### src/rtl/clock_seq_ctrl.sv
// Sequencer for the min:sec clock: key debounce, mode/position FSM, 1 s tick, sw2 auto-repeat and alarm ring.
// Define CLK_SEQ_SNOOZE_EN to add the alarm SNOOZE state entered by sw2 while ringing.
module clock_seq_ctrl #(
  parameter int TICK_DIV   = 50000000,
  parameter int DEB_CNT    = 1000000,
  parameter int RPT_DLY    = 25000000,
  parameter int RPT_PER    = 5000000,
  parameter int RING_TICKS = 60
`ifdef CLK_SEQ_SNOOZE_EN
  ,
  parameter int SNOOZE_TICKS = 300
`endif
) (
  input  logic       clk,
  input  logic       rst_n,
  input  logic       i_sw0,
  input  logic       i_sw1,
  input  logic       i_sw2,
  input  logic       i_sw3,
  input  logic       i_sec_max,
  input  logic       i_alarm_match,
  output logic [1:0] o_mode,
  output logic       o_position,
  output logic       o_alarm_en,
  output logic       o_sec_inc,
  output logic       o_min_inc,
  output logic       o_alarm_sec_inc,
  output logic       o_alarm_min_inc,
  output logic       o_buzz_en
);

  localparam int DEB_W   = $clog2(DEB_CNT + 1);
  localparam int TICK_W  = $clog2(TICK_DIV + 1);
  localparam int RPT_MAX = (RPT_DLY > RPT_PER) ? RPT_DLY : RPT_PER;
  localparam int RPT_W   = $clog2(RPT_MAX + 1);
  localparam int RING_W  = $clog2(RING_TICKS + 1);
`ifdef CLK_SEQ_SNOOZE_EN
  localparam int SNZ_W   = $clog2(SNOOZE_TICKS + 1);
`endif

  typedef enum logic [1:0] {M_CLOCK = 2'b00, M_SETUP = 2'b01, M_ALARM = 2'b10} mode_t;
`ifdef CLK_SEQ_SNOOZE_EN
  typedef enum logic [1:0] {A_IDLE, A_RING, A_SNOOZE} alarm_t;
`else
  typedef enum logic {A_IDLE, A_RING} alarm_t;
`endif

  mode_t             mode, next_mode;
  alarm_t            alarm_state;
  logic [3:0]        key_raw, sync1, sync2, deb, deb_q, press;
  logic [DEB_W-1:0]  deb_cnt [4];
  logic [TICK_W-1:0] tick_cnt;
  logic              tick;
  logic              rpt_active, rpt_first, rpt_pulse;
  logic [RPT_W-1:0]  rpt_cnt, rpt_target;
  logic              ringing, ev0, ev1, ev2, ev3, inc;
  logic              match_r, match_rr, match_rise;
  logic [RING_W-1:0] ring_cnt;
`ifdef CLK_SEQ_SNOOZE_EN
  logic [SNZ_W-1:0]  snooze_cnt;
`endif

  assign key_raw = {i_sw3, i_sw2, i_sw1, i_sw0};
  assign o_mode  = mode;

  // Keys are active-low; a level is accepted after DEB_CNT equal samples, press = accepted 1->0
  always_ff @(posedge clk or negedge rst_n) begin
    if (!rst_n) begin
      sync1 <= '1;
      sync2 <= '1;
      deb   <= '1;
      deb_q <= '1;
      press <= '0;
      for (int k = 0; k < 4; k++) deb_cnt[k] <= '0;
    end else begin
      sync1 <= key_raw;
      sync2 <= sync1;
      deb_q <= deb;
      press <= deb_q & ~deb;
      for (int k = 0; k < 4; k++) begin
        if (sync2[k] == deb[k]) begin
          deb_cnt[k] <= '0;
        end else if (deb_cnt[k] == DEB_W'(DEB_CNT - 1)) begin
          deb[k]     <= sync2[k];
          deb_cnt[k] <= '0;
        end else begin
          deb_cnt[k] <= deb_cnt[k] + DEB_W'(1);
        end
      end
    end
  end

  // While the alarm sounds every key press only silences it
  assign ringing    = (alarm_state != A_IDLE);
  assign ev0        = press[0] & ~ringing;
  assign ev1        = press[1] & ~press[0] & ~ringing;
  assign ev2        = press[2] & ~press[1] & ~press[0] & ~ringing;
  assign ev3        = press[3] & ~ringing;
  assign tick       = (mode != M_SETUP) && (tick_cnt == TICK_W'(TICK_DIV - 1));
  assign rpt_target = rpt_first ? RPT_W'(RPT_DLY) : RPT_W'(RPT_PER);
  assign rpt_pulse  = rpt_active & ~deb[2] & (rpt_cnt == rpt_target);
  assign inc        = ev2 | rpt_pulse;
  assign match_rise = match_r & ~match_rr;

  always_comb begin
    next_mode = M_CLOCK;
    case (mode)
      M_CLOCK: next_mode = M_SETUP;
      M_SETUP: next_mode = M_ALARM;
      default: next_mode = M_CLOCK;
    endcase
  end

  always_ff @(posedge clk or negedge rst_n) begin
    if (!rst_n)                tick_cnt <= '0;
    else if (mode == M_SETUP)  tick_cnt <= '0;
    else if (tick)             tick_cnt <= '0;
    else                       tick_cnt <= tick_cnt + TICK_W'(1);
  end

  always_ff @(posedge clk or negedge rst_n) begin
    if (!rst_n) begin
      mode            <= M_CLOCK;
      o_position      <= 1'b0;
      o_alarm_en      <= 1'b0;
      rpt_active      <= 1'b0;
      rpt_first       <= 1'b0;
      rpt_cnt         <= '0;
      o_sec_inc       <= 1'b0;
      o_min_inc       <= 1'b0;
      o_alarm_sec_inc <= 1'b0;
      o_alarm_min_inc <= 1'b0;
    end else begin
      if (ev0) begin
        mode       <= next_mode;
        o_position <= 1'b0;
      end else if (ev1) begin
        o_position <= ~o_position;
      end
      if (ev3) o_alarm_en <= ~o_alarm_en;

      // Repeat count starts at the press event, so the first pulse lands RPT_DLY cycles after it
      if (ev0 || ev1 || deb[2]) begin
        rpt_active <= 1'b0;
      end else if (ev2) begin
        rpt_active <= 1'b1;
        rpt_first  <= 1'b1;
        rpt_cnt    <= RPT_W'(1);
      end else if (rpt_active) begin
        if (rpt_pulse) begin
          rpt_first <= 1'b0;
          rpt_cnt   <= RPT_W'(1);
        end else begin
          rpt_cnt   <= rpt_cnt + RPT_W'(1);
        end
      end

      o_sec_inc       <= (mode != M_SETUP && tick) || (mode == M_SETUP && inc && !o_position);
      o_min_inc       <= (mode != M_SETUP && tick && i_sec_max) || (mode == M_SETUP && inc && o_position);
      o_alarm_sec_inc <= (mode == M_ALARM) && inc && !o_position;
      o_alarm_min_inc <= (mode == M_ALARM) && inc && o_position;
    end
  end

  // Alarm FSM; only a fresh rising edge of the match level starts ringing
  always_ff @(posedge clk or negedge rst_n) begin
    if (!rst_n) begin
      alarm_state <= A_IDLE;
      ring_cnt    <= '0;
      o_buzz_en   <= 1'b0;
      match_r     <= 1'b0;
      match_rr    <= 1'b0;
`ifdef CLK_SEQ_SNOOZE_EN
      snooze_cnt  <= '0;
`endif
    end else begin
      match_r  <= i_alarm_match;
      match_rr <= match_r;
      case (alarm_state)
        A_IDLE: begin
          if (match_rise && o_alarm_en && mode != M_SETUP) begin
            alarm_state <= A_RING;
            ring_cnt    <= '0;
            o_buzz_en   <= 1'b1;
          end
        end
        A_RING: begin
`ifdef CLK_SEQ_SNOOZE_EN
          if (press == 4'b0100) begin
            alarm_state <= A_SNOOZE;
            snooze_cnt  <= '0;
            o_buzz_en   <= 1'b0;
          end else
`endif
          if ((|press) || !o_alarm_en) begin
            alarm_state <= A_IDLE;
            o_buzz_en   <= 1'b0;
          end else if (tick) begin
            if (ring_cnt == RING_W'(RING_TICKS - 1)) begin
              alarm_state <= A_IDLE;
              o_buzz_en   <= 1'b0;
            end else begin
              ring_cnt <= ring_cnt + RING_W'(1);
            end
          end
        end
`ifdef CLK_SEQ_SNOOZE_EN
        A_SNOOZE: begin
          if ((|(press & 4'b1011)) || !o_alarm_en) begin
            alarm_state <= A_IDLE;
            o_buzz_en   <= 1'b0;
          end else if (tick) begin
            if (snooze_cnt == SNZ_W'(SNOOZE_TICKS - 1)) begin
              alarm_state <= A_RING;
              ring_cnt    <= '0;
              o_buzz_en   <= 1'b1;
            end else begin
              snooze_cnt <= snooze_cnt + SNZ_W'(1);
            end
          end
        end
`endif
        default: begin
          alarm_state <= A_IDLE;
          o_buzz_en   <= 1'b0;
        end
      endcase
    end
  end

endmodule

### config.mk
export PLATFORM = sky130hd
export DESIGN_NAME = clock_seq_ctrl
export DESIGN_NICKNAME = d
export VERILOG_FILES = /design/src/rtl/clock_seq_ctrl.sv
export SDC_FILE = /design/constraint.sdc
export NUM_CORES = 1
export LEC_CHECK = 0
export ABC_CLOCK_PERIOD_IN_PS = 4100
export CAP_MARGIN = 25
export CORE_ASPECT_RATIO = 0.9
export CORE_MARGIN = 10
export CORE_UTILIZATION = 60
export DETAILED_ROUTE_END_ITERATION = 7
export PLACE_DENSITY_LB_ADDON = 0.08
export RECOVER_POWER = 100
export SLEW_MARGIN = 20
export SYNTH_ARGS = -nofsm -noshare
export SYNTH_HDL_FRONTEND = slang
export SYNTH_SLANG_ARGS = --single-unit
### constraint.sdc
create_clock -name clk -period 4.1 [get_ports clk]
set_input_delay 0.615 -clock clk [delete_from_list [all_inputs] [get_ports clk]]
set_output_delay 0.615 -clock clk [all_outputs]
set_load 0.02 [all_outputs]
==> qor.txt <==
Capture endpoint of the worst hold path - sync2[1]$_DFF_PN1_
DR vias - 5,729
Largest net degree at the start of global routing - 109
Element type at the critical path start - flop
Top Ports - 17
Average cell area after synthesis - 10.1 um^2
Worst Hold Class - reg -> reg
Commonest non-fill, non-tap cells in the layout - 155 x dfrtp_1, 142 x nor2_1, 64 x xnor2_1
Total of max-cap violations - 1
Worst reg2reg path startpoint - alarm_state$_DFF_PN0_
Failing checks - max-capacitance violations, max-slew violations
Kind of end point of the critical path - flop
Buffer and inverter count on the worst path - 2
Met3 GRT Util - 4.40%
Die outline height - 131 um
Fin Clk Skew - 0.00867 ns
Number of resized instances in the post-cts repair step - 0
Crit path max-delay cell type - a21oi_1
Top_reg_cell synth - dfrtp_1
Post-synthesis register bit count - 171
Part of the cycle the worst path needs - 74.8%
Critical-path maximum fanout - 28
Cell variety after synth - 49
Mapped Area - 8170 um^2
Cell family with most CP delay - compound AO/OA/AOI/OAI gates
Worst VDD drop - 0.000321 V
Async set-reset flop share out of synthesis - 100%
Number of buffers added by the clock tree synthesis step - 17
Part of the Yosys area used for sequential elements - 52.6%
Remaining number of nets flagged by the antenna check after routing - 0
GR met2 Demand/Resource - 28.7%
Port-buffer cells - 16
Minimum clock period after layout - 3.07 ns
Slack of the worst reg-to-reg path - 1.03 ns
Number of core rows - 40
Count of routing violations after the opening detailed-route iteration - 355
Global Route Usage Sum - 17.7%
TritonCTS Sinks - 171
Wire length per cell - 15.2 um
Horizontal extent of the die - 143 um
Final hold viol count - 0
Fin nets - 840
CP max stage delay - 0.77 ns
Min-Delay Startpoint - sync1[1]$_DFF_PN1_
Share of cells above drive strength 1 - 7.41%
Post-synth EDFFs - 0
Antenna violations before repair - 0
Achievable frequency - 0.326 GHz
Post-synthesis net count - 828
Met1 Use GR - 23.3%
Transition time at the pin with the least slew margin - 1.92 ns
Worst Reg-to-Reg Cells - 6
Tightest hold margin - 0.356 ns
Number of remaining DRC errors - 0
Leading cell type in the layout, fill and taps excluded - dfrtp_1
Syn Inst Count - 812
Highest-utilization routing layer at the global route stage - met2
Routed Wire Length - 15,300 um
Outcome - finished with violations
H-tree depth - 4
YS warnings - 0
First-pass GRT wire length - 27,000 um
Setup Buffers After CTS - 0
Clk slew on worst S/H paths - 0.06 ns
Worst slew margin relative to its limit - -28.1%
Setup violators final - 0
Vias per std cell - 5.70
Syn-to-layout area delta - 10.6%
Area enclosed by the die boundary - 18,700 um^2
Area of the core - 13,400 um^2
End of the worst register-to-register path - rpt_first$_DFFE_PN0P_
Power density over the cells - 374 nW/um^2
Type of the setup path with the least slack - reg -> reg
Hold path depth - 0
TritonCTS clock tree - done
Initial standard-cell utilization of the core - 61.1%
Arrival time at the worst endpoint - 3.34 ns
Final slew viol count - 31
Cell at the root of the clock tree - clkbuf_16
Antenna Cells - 0
Clock network latency to the later pin of the worst-skew pair - 0.43 ns
Remaining global-route overflow - 0
Longest Clk Path Bufs - 2
Critical Path RT - 4.37 ns
Global placer's final weighted congestion - 0.903
Most repeated library cell on the critical path - clkbuf_1
Vias in the first global route - 5,732
Leakage - 3.85 nW
Final setup TNS - 0 ns
Unrepaired setup endpoints after global routing - false
DRT Pass-1 Iters - 6
Crit path cell chain - nor2b_1, o221ai_2, clkbuf_1, a21oi_1, clkbuf_1, o22ai_1
Detail Placement HPWL - 10,100 um
Number of buffers added to fix hold violations after cts - 0
==> state kept, by name (all words and copies together), names as in the netlist, 2 cells and up <==
| register | cells |
|---|---|
| deb_q | 4 |
| sync2 | 4 |
| o_mode | 2 |
| deb_cnt | 80 |
| press | 4 |
| ring_cnt | 6 |
| sync1 | 4 |
| tick_cnt | 26 |
| rpt_cnt | 25 |
| deb | 4 |
==> cell type report <==
class                   instances  area, um^2
flip-flops and latches        171        4300
inverters                      18        67.6
fillers                      1019        4330
clock inverters                15         164
clock buffers                  17         425
well taps                     168         210
repair buffers                 21         214
multi-input cells             595        3650
==> cell usage after synthesis, drive strengths merged (2+ instances only) <==
master | instances | area, um^2
nor2b | 9 | 56.3
xnor2 | 64 | 561
dfrtp | 155 | 3880
xor2 | 57 | 499
nor2 | 142 | 533
mux2 | 5 | 60.1
mux2i | 2 | 20.0
or2 | 7 | 43.8
nand4 | 42 | 263
and4b | 2 | 20.0
or3 | 2 | 12.5
a21o | 4 | 30.0
dfstp | 16 | 420
o22ai | 2 | 12.5
nor3 | 29 | 145
or4 | 4 | 33.8
inv | 18 | 67.6
buf | 16 | 85.1
nand2 | 58 | 218
nor4bb | 2 | 20.0
ha | 8 | 100
clkbuf | 12 | 47.6
o41ai | 2 | 17.5
a21oi | 5 | 25.0
o21ai | 6 | 30.0
and2 | 7 | 43.8
nand4b | 5 | 43.8
o32ai | 2 | 17.5
nor4b | 5 | 43.8
and3 | 20 | 125
nand3 | 51 | 260
nand2b | 5 | 31.3
and4 | 11 | 96.3
nand3b | 3 | 22.5
nor4 | 27 | 200
==> logic make-up after synthesis <==
group           count (synthesis)  share of synthesized area (%)
compound gates                 25                           2.22
xor+xnor                      121                           13.0
fa+ha+maj                       8                           1.23
buf+inv                        46                           2.45
flops                         171                           52.6
mux                             7                          0.980
simple gates                  434                           27.5
==> through the flow <==
step | power [mW] | setup WS (ns) | std cells | cell area (um^2) | utilization [%]
6_report | 3.38 | 1.03 | 1005 | 9030 | 67.6
5_1_grt | 3.51 | 0.690 | 1005 | 9030 | 67.6
4_1_cts | 3.42 | 1.42 | 1003 | 9030 | 67.6
3_5_place_dp | 1.83 | 1.45 | 971 | 8440 | 63.2
3_3_place_gp | 1.82 | 1.60 | 971 | 8440 | 63.2
2_1_floorplan | 1.78 | 2.07 | 812 | 8170 | -
==> power by group <==
group / switching, mW / internal [mW]
Clock: 0.679 / 0.905
Sequential: 0.0129 / 1.70
Combinational: 0.0544 / 0.0210
Total: 0.746 / 2.63
==> layer usage <==
layer  vias to the layer above  share of wire (%)
met5                         -                  0
met3                        12                4.1
met4                         0               0.87
met1                      2776                 47
met2                       112                 48
li1                       2829                  -
==> worst reg2reg max path: stages (launching register included) <==
cell and delay (ns):
dfrtp_1 0.56, nor2b_1 0.25, o221ai_2 0.12, clkbuf_1 0.54, a21oi_1 0.77, clkbuf_1 0.51, o22ai_1 0.17
==> worst max path at each step <==
stage / cells past startpoint / from / to / slack, ns
after floorplan: 7 / o_mode[1]$_DFFE_PN0P_ / ring_cnt[0]$_DFFE_PN0P_ / 2.07
after global placement: 5 / tick_cnt[0]$_DFF_PN0_ / tick_cnt[13]$_DFF_PN0_ / 1.60
after detailed placement: 5 / tick_cnt[0]$_DFF_PN0_ / tick_cnt[12]$_DFF_PN0_ / 1.45
after CTS: 5 / tick_cnt[0]$_DFF_PN0_ / tick_cnt[12]$_DFF_PN0_ / 1.42
after global routing: 6 / alarm_state$_DFF_PN0_ / rpt_first$_DFFE_PN0P_ / 0.69
final: 6 / alarm_state$_DFF_PN0_ / rpt_first$_DFFE_PN0P_ / 1.03
Power figures use the tool's default switching activity.
